File: config.mk
export PLATFORM = sky130hd
export DESIGN_NAME = mul_result_formatter
export DESIGN_NICKNAME = d
export VERILOG_FILES = /design/src/rtl/mul_result_formatter.sv
export SDC_FILE = /design/constraint.sdc
export NUM_CORES = 1
export LEC_CHECK = 0
export CORE_UTILIZATION = 52
export CTS_BUF_LIST = sky130_fd_sc_hd__clkbuf_8
export DETAILED_ROUTE_END_ITERATION = 6
export GPL_TIMING_DRIVEN = 0
export PLACE_DENSITY_LB_ADDON = 0.05
export RECOVER_POWER = 25
export SYNTH_ARGS = -nofsm -noshare
export SYNTH_HDL_FRONTEND = slang
export SYNTH_SLANG_ARGS = --single-unit
File: constraint.sdc
create_clock -name clk -period 2.75 [get_ports clk]
set_input_delay 0.55 -clock clk [delete_from_list [all_inputs] [get_ports clk]]
set_output_delay 0.55 -clock clk [all_outputs]
set_load 0.03 [all_outputs]
File: src/rtl/mul_result_formatter.sv
// Formats the 64-bit multiplier product into a 32-bit ALU word with Z/N/V flags.
// Results are buffered in a small FIFO, and a saturating counter tracks overflowed results.
module mul_result_formatter #(
    parameter int DEPTH = 2,
    parameter int CNT_W = 8
) (
    input  logic             clk,
    input  logic             reset,
    input  logic             in_valid,
    output logic             in_ready,
    input  logic [63:0]      in_res,
    input  logic             in_ovf,
    input  logic [1:0]       in_mode,
    output logic             out_valid,
    input  logic             out_ready,
    output logic [31:0]      out_data,
    output logic             out_z,
    output logic             out_n,
    output logic             out_v,
    input  logic             clr_stats,
    output logic [CNT_W-1:0] ovf_cnt
);

    localparam int AW = $clog2(DEPTH);
    localparam logic [AW:0] FULL_CNT = (AW+1)'(DEPTH);

    // Valid/ready: a transfer happens on a rising edge where both valid and ready are high.
    // Ready never depends on valid, and in_ready depends only on registered occupancy.

    logic [34:0]      mem_q [DEPTH];
    logic [AW-1:0]    wr_ptr_q, wr_ptr_d;
    logic [AW-1:0]    rd_ptr_q, rd_ptr_d;
    logic [AW:0]      count_q, count_d;
    logic [34:0]      last_q, last_d;
    logic [CNT_W-1:0] ovf_cnt_q, ovf_cnt_d;

    logic        fits32;
    logic [31:0] fmt_data;
    logic        fmt_v;
    logic [34:0] entry;
    logic [34:0] head;
    logic        push, pop;

    always_comb begin
        fits32   = (&in_res[63:31]) | ~(|in_res[63:31]);
        fmt_data = in_res[31:0];
        fmt_v    = in_ovf | ~fits32;
        case (in_mode)
            2'b01: begin
                fmt_data = in_res[63:32];
                fmt_v    = in_ovf;
            end
            2'b10: begin
                if (fits32) begin
                    fmt_data = in_res[31:0];
                    fmt_v    = in_ovf;
                end else begin
                    fmt_data = in_res[63] ? 32'h8000_0000 : 32'h7FFF_FFFF;
                    fmt_v    = 1'b1;
                end
            end
            default: begin
                fmt_data = in_res[31:0];
                fmt_v    = in_ovf | ~fits32;
            end
        endcase
        // Entry layout: {V, N, Z, data}
        entry = {fmt_v, fmt_data[31], (fmt_data == 32'd0), fmt_data};
    end

    assign in_ready  = (count_q < FULL_CNT);
    assign out_valid = (count_q != '0);
    assign push      = in_valid & in_ready;
    assign pop       = out_valid & out_ready;
    assign head      = mem_q[rd_ptr_q];

    always_comb begin
        wr_ptr_d  = wr_ptr_q;
        rd_ptr_d  = rd_ptr_q;
        count_d   = count_q;
        last_d    = last_q;
        ovf_cnt_d = ovf_cnt_q;
        if (push) wr_ptr_d = wr_ptr_q + AW'(1);
        if (pop) begin
            rd_ptr_d = rd_ptr_q + AW'(1);
            last_d   = head;
        end
        case ({push, pop})
            2'b10:   count_d = count_q + (AW+1)'(1);
            2'b01:   count_d = count_q - (AW+1)'(1);
            default: count_d = count_q;
        endcase
        if (clr_stats) ovf_cnt_d = '0;
        else if (push && fmt_v && (ovf_cnt_q != '1)) ovf_cnt_d = ovf_cnt_q + CNT_W'(1);
    end

    always_ff @(posedge clk or negedge reset) begin
        if (!reset) begin
            wr_ptr_q  <= '0;
            rd_ptr_q  <= '0;
            count_q   <= '0;
            last_q    <= '0;
            ovf_cnt_q <= '0;
        end else begin
            wr_ptr_q  <= wr_ptr_d;
            rd_ptr_q  <= rd_ptr_d;
            count_q   <= count_d;
            last_q    <= last_d;
            ovf_cnt_q <= ovf_cnt_d;
        end
    end

    // Storage needs no reset: an entry is only visible once count covers it.
    always_ff @(posedge clk) begin
        if (push) mem_q[wr_ptr_q] <= entry;
    end

    always_comb begin
        out_data = last_q[31:0];
        out_z    = last_q[32];
        out_n    = last_q[33];
        out_v    = last_q[34];
        if (out_valid) begin
            out_data = head[31:0];
            out_z    = head[32];
            out_n    = head[33];
            out_v    = head[34];
        end
    end

    assign ovf_cnt = ovf_cnt_q;

endmodule

* Word level (Yosys, flattened, before mapping) *
Memories as Yosys holds them, arrays and structs flattened.
Cells that the tools add are included.

word-level totals
  flip-flop bits (word level) = 47
  bits in writable memories = 70
  input bits = 72
  output and inout port bits = 45
  logic and storage cells = 45
  memories kept = 1

operators by class
  add/sub/neg operators = 5
  $lt $le $gt $ge = 1
  eq/ne operators = 5
  multiplexer cells = 14
  bitwise logic cells = 6
  reductions and logical operators = 8

memories
  name   depth  bits a word  rd ports  clocked after Yosys merged registers in  wr ports  line  source
  mem_q  2      35           1         0                                        1         30    logic [34:0] mem_q [DEPTH];

operator list
  cell                 number
  $mux 32              3
  $pmux 32 s2          1
  $reduce_and 33->1    1
  $reduce_or 33->1     1
  $logic_not 32->1     1
  $mux 8               2
  $add 8x1->8 const B  1
  $ne 8x8->1 const B   1
  $mux 1               6
  $reduce_bool 2->1    3
  $eq 2x1->1 const B   2
  $eq 2x2->1 const B   2
  $pmux 2 s2           1
  $add 1x1->1 const B  2
  $add 2x1->2 const B  1
  $and 1x1->1          2
  $logic_and 1x1->1    2
  $lt 2x2->1 const B   1
  $not 1->1            2
  $or 1x1->1           2
  $pmux 1 s2           1
  $sub 2x1->2 const B  1

* Depth between registers and ports, before layout *
  word-level depth = 10
  mapped depth = 9
  mapped depth without buffers = 7

* Worst setup path after synthesis *
Ideal clock, no wire load.

  kind = reg2reg
  from = reg count_q[1]
  to = mem mem_q[0][0] (enable)
  setup time = 0.425 ns
  arrival time = 2.245 ns
  data required time = 2.325 ns
  setup slack = 0.080 ns
  cell stages (with the launch flop) = 4
  path buffers = 0
  period minus slack after synthesis = 2.670 ns
  cells stage by stage = dfrtp_1 > inv_1 > nand2_1 > nor2_1

on the way
  longest elaborated chain between the ends = 4

RTL lines
  element                       line  source
  from (decl)                   33    logic [AW:0] count_q, count_d;
  from (signal assigned)        107   count_q <= count_d;
  $lt 2x2->1                    71    assign in_ready = (count_q < FULL_CNT);
  via in_ready                  10    output logic in_ready,
  $and 1x1->1                   73    assign push = in_valid & in_ready;
  $mux 1                        115   if (push) mem_q[wr_ptr_q] <= entry;
  $mux 1 (not written as such)  115
  to (decl)                     30

The timed path passes the listed nets, and every way through them passes these cells.

* Worst setup path in the final report *
  from = reg count_q[0]
  to = out out_data[13]

on the way
  longest elaborated chain between the ends = 2

RTL lines
  element            line  source
  $reduce_bool 2->1  72    assign out_valid = (count_q != '0);
  $mux 32            123   if (out_valid) begin
  to (decl)          16    output logic [31:0] out_data,

Every way passes these cells.

==> impl_metrics.json <==
{
  "portBuffers": 115,
  "post-route-util_pct": 71.55,
  "outcome": "finished, final reports clean",
  "synth-edff-count": 68,
  "p_switching_uw": 3025,
  "period_minus_slack_ns": 2.683,
  "power.density_nw_per_um2": 1062,
  "synth_fa_ha_area_share_pct": 0.9459,
  "wl_um": 14160,
  "dr_total_vias": 4328,
  "path_clk_slew_ns": 0.07,
  "tritoncts": "done",
  "yosys.area_share.simple_pct": 12.37,
  "drt_drc_violations_left": 0,
  "cap_violations": 0,
  "worst-slew-pin-transition_ns": 1.417,
  "setup_viol": 0,
  "numCtsBuffers": 17,
  "postRouteAntennaNets": 0,
  "grt_pass1_vias": 4237,
  "antenna_found_initial": 0,
  "yosys-top-cells-area": "edfxtp_1, dfrtp_1, mux2i_1, a221o_1, a21oi_1",
  "max-vdd-ir-drop_v": 0.0004870,
  "track_usage_pct": 28.55,
  "p_clk_share_pct": 22.8,
  "synthMuxAreaShare_pct": 6.905,
  "startpoint_type": "register",
  "worstSkewPairLatency_ns": 0.43,
  "grt_max_degree": 35,
  "final_max_slew_viol_count": 0,
  "ys_ff_latch": 114,
  "required_ns": 2.20,
  "mostFrequentLayoutCells": "clkdlybuf4s50_1, edfxtp_1, dfrtp_1, nand2_1, a21oi_1",
  "yosysTopAreaCellShare_pct": 38.59,
  "htreeDepth": 4,
  "async_flop_share_pct": 40.35,
  "pwr-share-seq_pct": 34.5,
  "total_power_uw": 7464,
  "root_buffer": "clkbuf_8",
  "syn_inst": 448,
  "critPathKind": "register to primary output",
  "max_freq_ghz": 0.3727,
  "cellLeakagePower_uw": 0.002794,
  "synthDistinctLibCells": 39,
  "io_pins": 117,
  "rsz0062_at_grt": "false",
  "synth_area_um2": 5291,
  "finish.instance_area_um2": 7025,
  "synth_top_family_by_area": "compound AO/OA/AOI/OAI gates",
  "cp-end-kind": "primary output",
  "core_um2": 9819,
  "synthXorXnorAreaFrac_pct": 0.8276,
  "grt_pass1_wl_um": 21710,
  "vias_per_cell": 5.921,
  "n_antenna_cell": 0,
  "dieArea_um2": 10580,
  "areaGrowthSynthToFinish_pct": 32.77,
  "drt_iter0_markers": 302,
  "synth-compound-area-share_pct": 14.85,
  "rows": 36,
  "dieWidth_um": 102.9,
  "clk_path_buf_depth": 2,
  "dpl_cell_area_um2": 6653,
  "cp_max_fo": 10,
  "die_y_um": 102.9,
  "cts_sinks": 114,
  "postCtsHoldBufs": 0,
  "fin_crit_sh_pct": 97.57,
  "combinationalPowerShare_pct": 42.7,
  "synth.avg_cell_area_um2": 11.81,
  "yosys_warnings": 0,
  "dp_hpwl_um": 10440,
  "critPathArrivalTime_ns": 2.13,
  "drt_pre_antenna_iters": 5,
  "final_common_cell": "clkdlybuf4s50_1",
  "p_int_uw": 4439,
  "relSlewSlack_pct": 5.513,
  "drive_gt1_share_pct": 13.21,
  "setup_slack_ns": 0.06687,
  "fin_skew_ns": 0.01056,
  "p_sw_share_pct": 40.53,
  "hold_class": "input port to asynchronous set/reset pin",
  "fillers": 747,
  "syn-num-nets": 524,
  "fin_nets": 661,
  "routedWlPerCell_um": 19.37,
  "synth_ff_type": "edfxtp_1",
  "dpl_worst_slack_ns": -0.4367,
  "overflow": 0,
  "initial_core_util_pct": 53.89,
  "ys_seq_area_share_pct": 60.35,
  "yosys.area.top_type": "edfxtp_1",
  "routabilityCongestion": 0.9439,
  "hold_viol_final": 0
}
-- power by group through the flow --
| stage | combinational [µW] | clock [µW] | sequential [µW] |
|---|---|---|---|
| after CTS | 3250 | 1730 | 2570 |
| after global placement | 3430 | 0 | 2550 |
| final | 3190 | 1700 | 2570 |
| after detailed placement | 3510 | 0 | 2570 |
| after floorplan | 2150 | 0 | 2530 |
| after global routing | 3440 | 1810 | 2610 |
-- final cells by class --
type	instances	area (µm²)	area share (%)
tap	133	166.4	2.369
inverter	5	18.77	0.2671
clock buffer	18	247.7	3.526
multi-input combinational	296	1916	27.27
timing repair buffer	120	1104	15.71
buffer	31	191.4	2.725
sequential	114	3194	45.47
clock inverter	14	187.7	2.671
-- cells by family after synthesis --
kind of cell,Yosys count
flip-flops,114
AND/OR/NAND/NOR,133
adder cells (fa/ha/maj),4
XOR/XNOR,5
AO/OA/AOI/OAI,118
buffers and inverters,38
multiplexers,36
-- critical path: stages, from the launching register on --
cell             delay, ns
dfrtp_1               0.42
or2_4                 0.33
clkbuf_4              0.22
buf_2                 0.21
a21oi_1               0.20
clkdlybuf4s18_2       0.33
-- flip-flops by register name (all words and copies together) (netlist names) --
name	flops
count_q	2
last_q	34
mem_q	68
ovf_cnt	8
rd_ptr_q	1
wr_ptr_q	1
-- synthesized netlist by cell type (2+ instances only) --
cell	instances
or4_1	4
nor4_1	16
ha_1	4
xnor2_1	5
o21ai_0	36
a21oi_1	40
dfrtp_1	46
nor2_1	39
and3_1	4
clkbuf_1	19
edfxtp_1	68
nand2_1	40
mux2i_1	35
or4_2	3
nand4_1	10
buf_1	4
a221o_1	30
buf_6	5
o31ai_1	6
inv_1	5
nand3_1	6
nand2b_1	2
buf_4	5
-- stage by stage --
step | hold WS (ns) | setup TNS, ns | instances
floorplan | 0.2544 | 0 | 448
global placement | 0.4611 | -78.75 | 696
detailed placement | 0.4704 | -33.64 | 698
CTS | 0.05874 | 0 | 728
global route | 0.3293 | 0 | 731
finish | 0.2647 | 0 | 731
-- routing by layer --
layer / up-vias / share of wire, % / track usage (%)
li1: 1984 / - / -
met1: 2087 / 41 / 37.70
met2: 238 / 49 / 45.79
met3: 19 / 8.8 / 8.136
met4: 0 / 1.5 / 9.317
met5: - / 0 / 0
-- what timing repair did --
| action | in CTS | in global routing |
|---|---|---|
| cloned | 0 | 0 |
| pin swaps | 0 | 4 |
| setup buffers | 0 | 3 |
| resized for setup | 55 | 22 |
| endpoints found under the setup margin | 38 | 35 |
-- worst paths after layout --
kind / endpoint / start / depth (start not counted) / slack (ns)
worst max-delay path: out_data[13] / count_q[0] / 5 / 0.07
worst min-delay path: last_q[24] / reset / 1 / 0.26
worst max register to register: mem_q[0][3] / count_q[1] / 4 / 0.39
worst min register to register: last_q[18] / last_q[18] / 2 / 0.48
max in group asynchronous: rd_ptr_q / reset / 2 / 0.43
min in group clk: ovf_cnt[6] / clr_stats / 2 / 0.34
No activity file was read; power rests on OpenSTA's default activity.
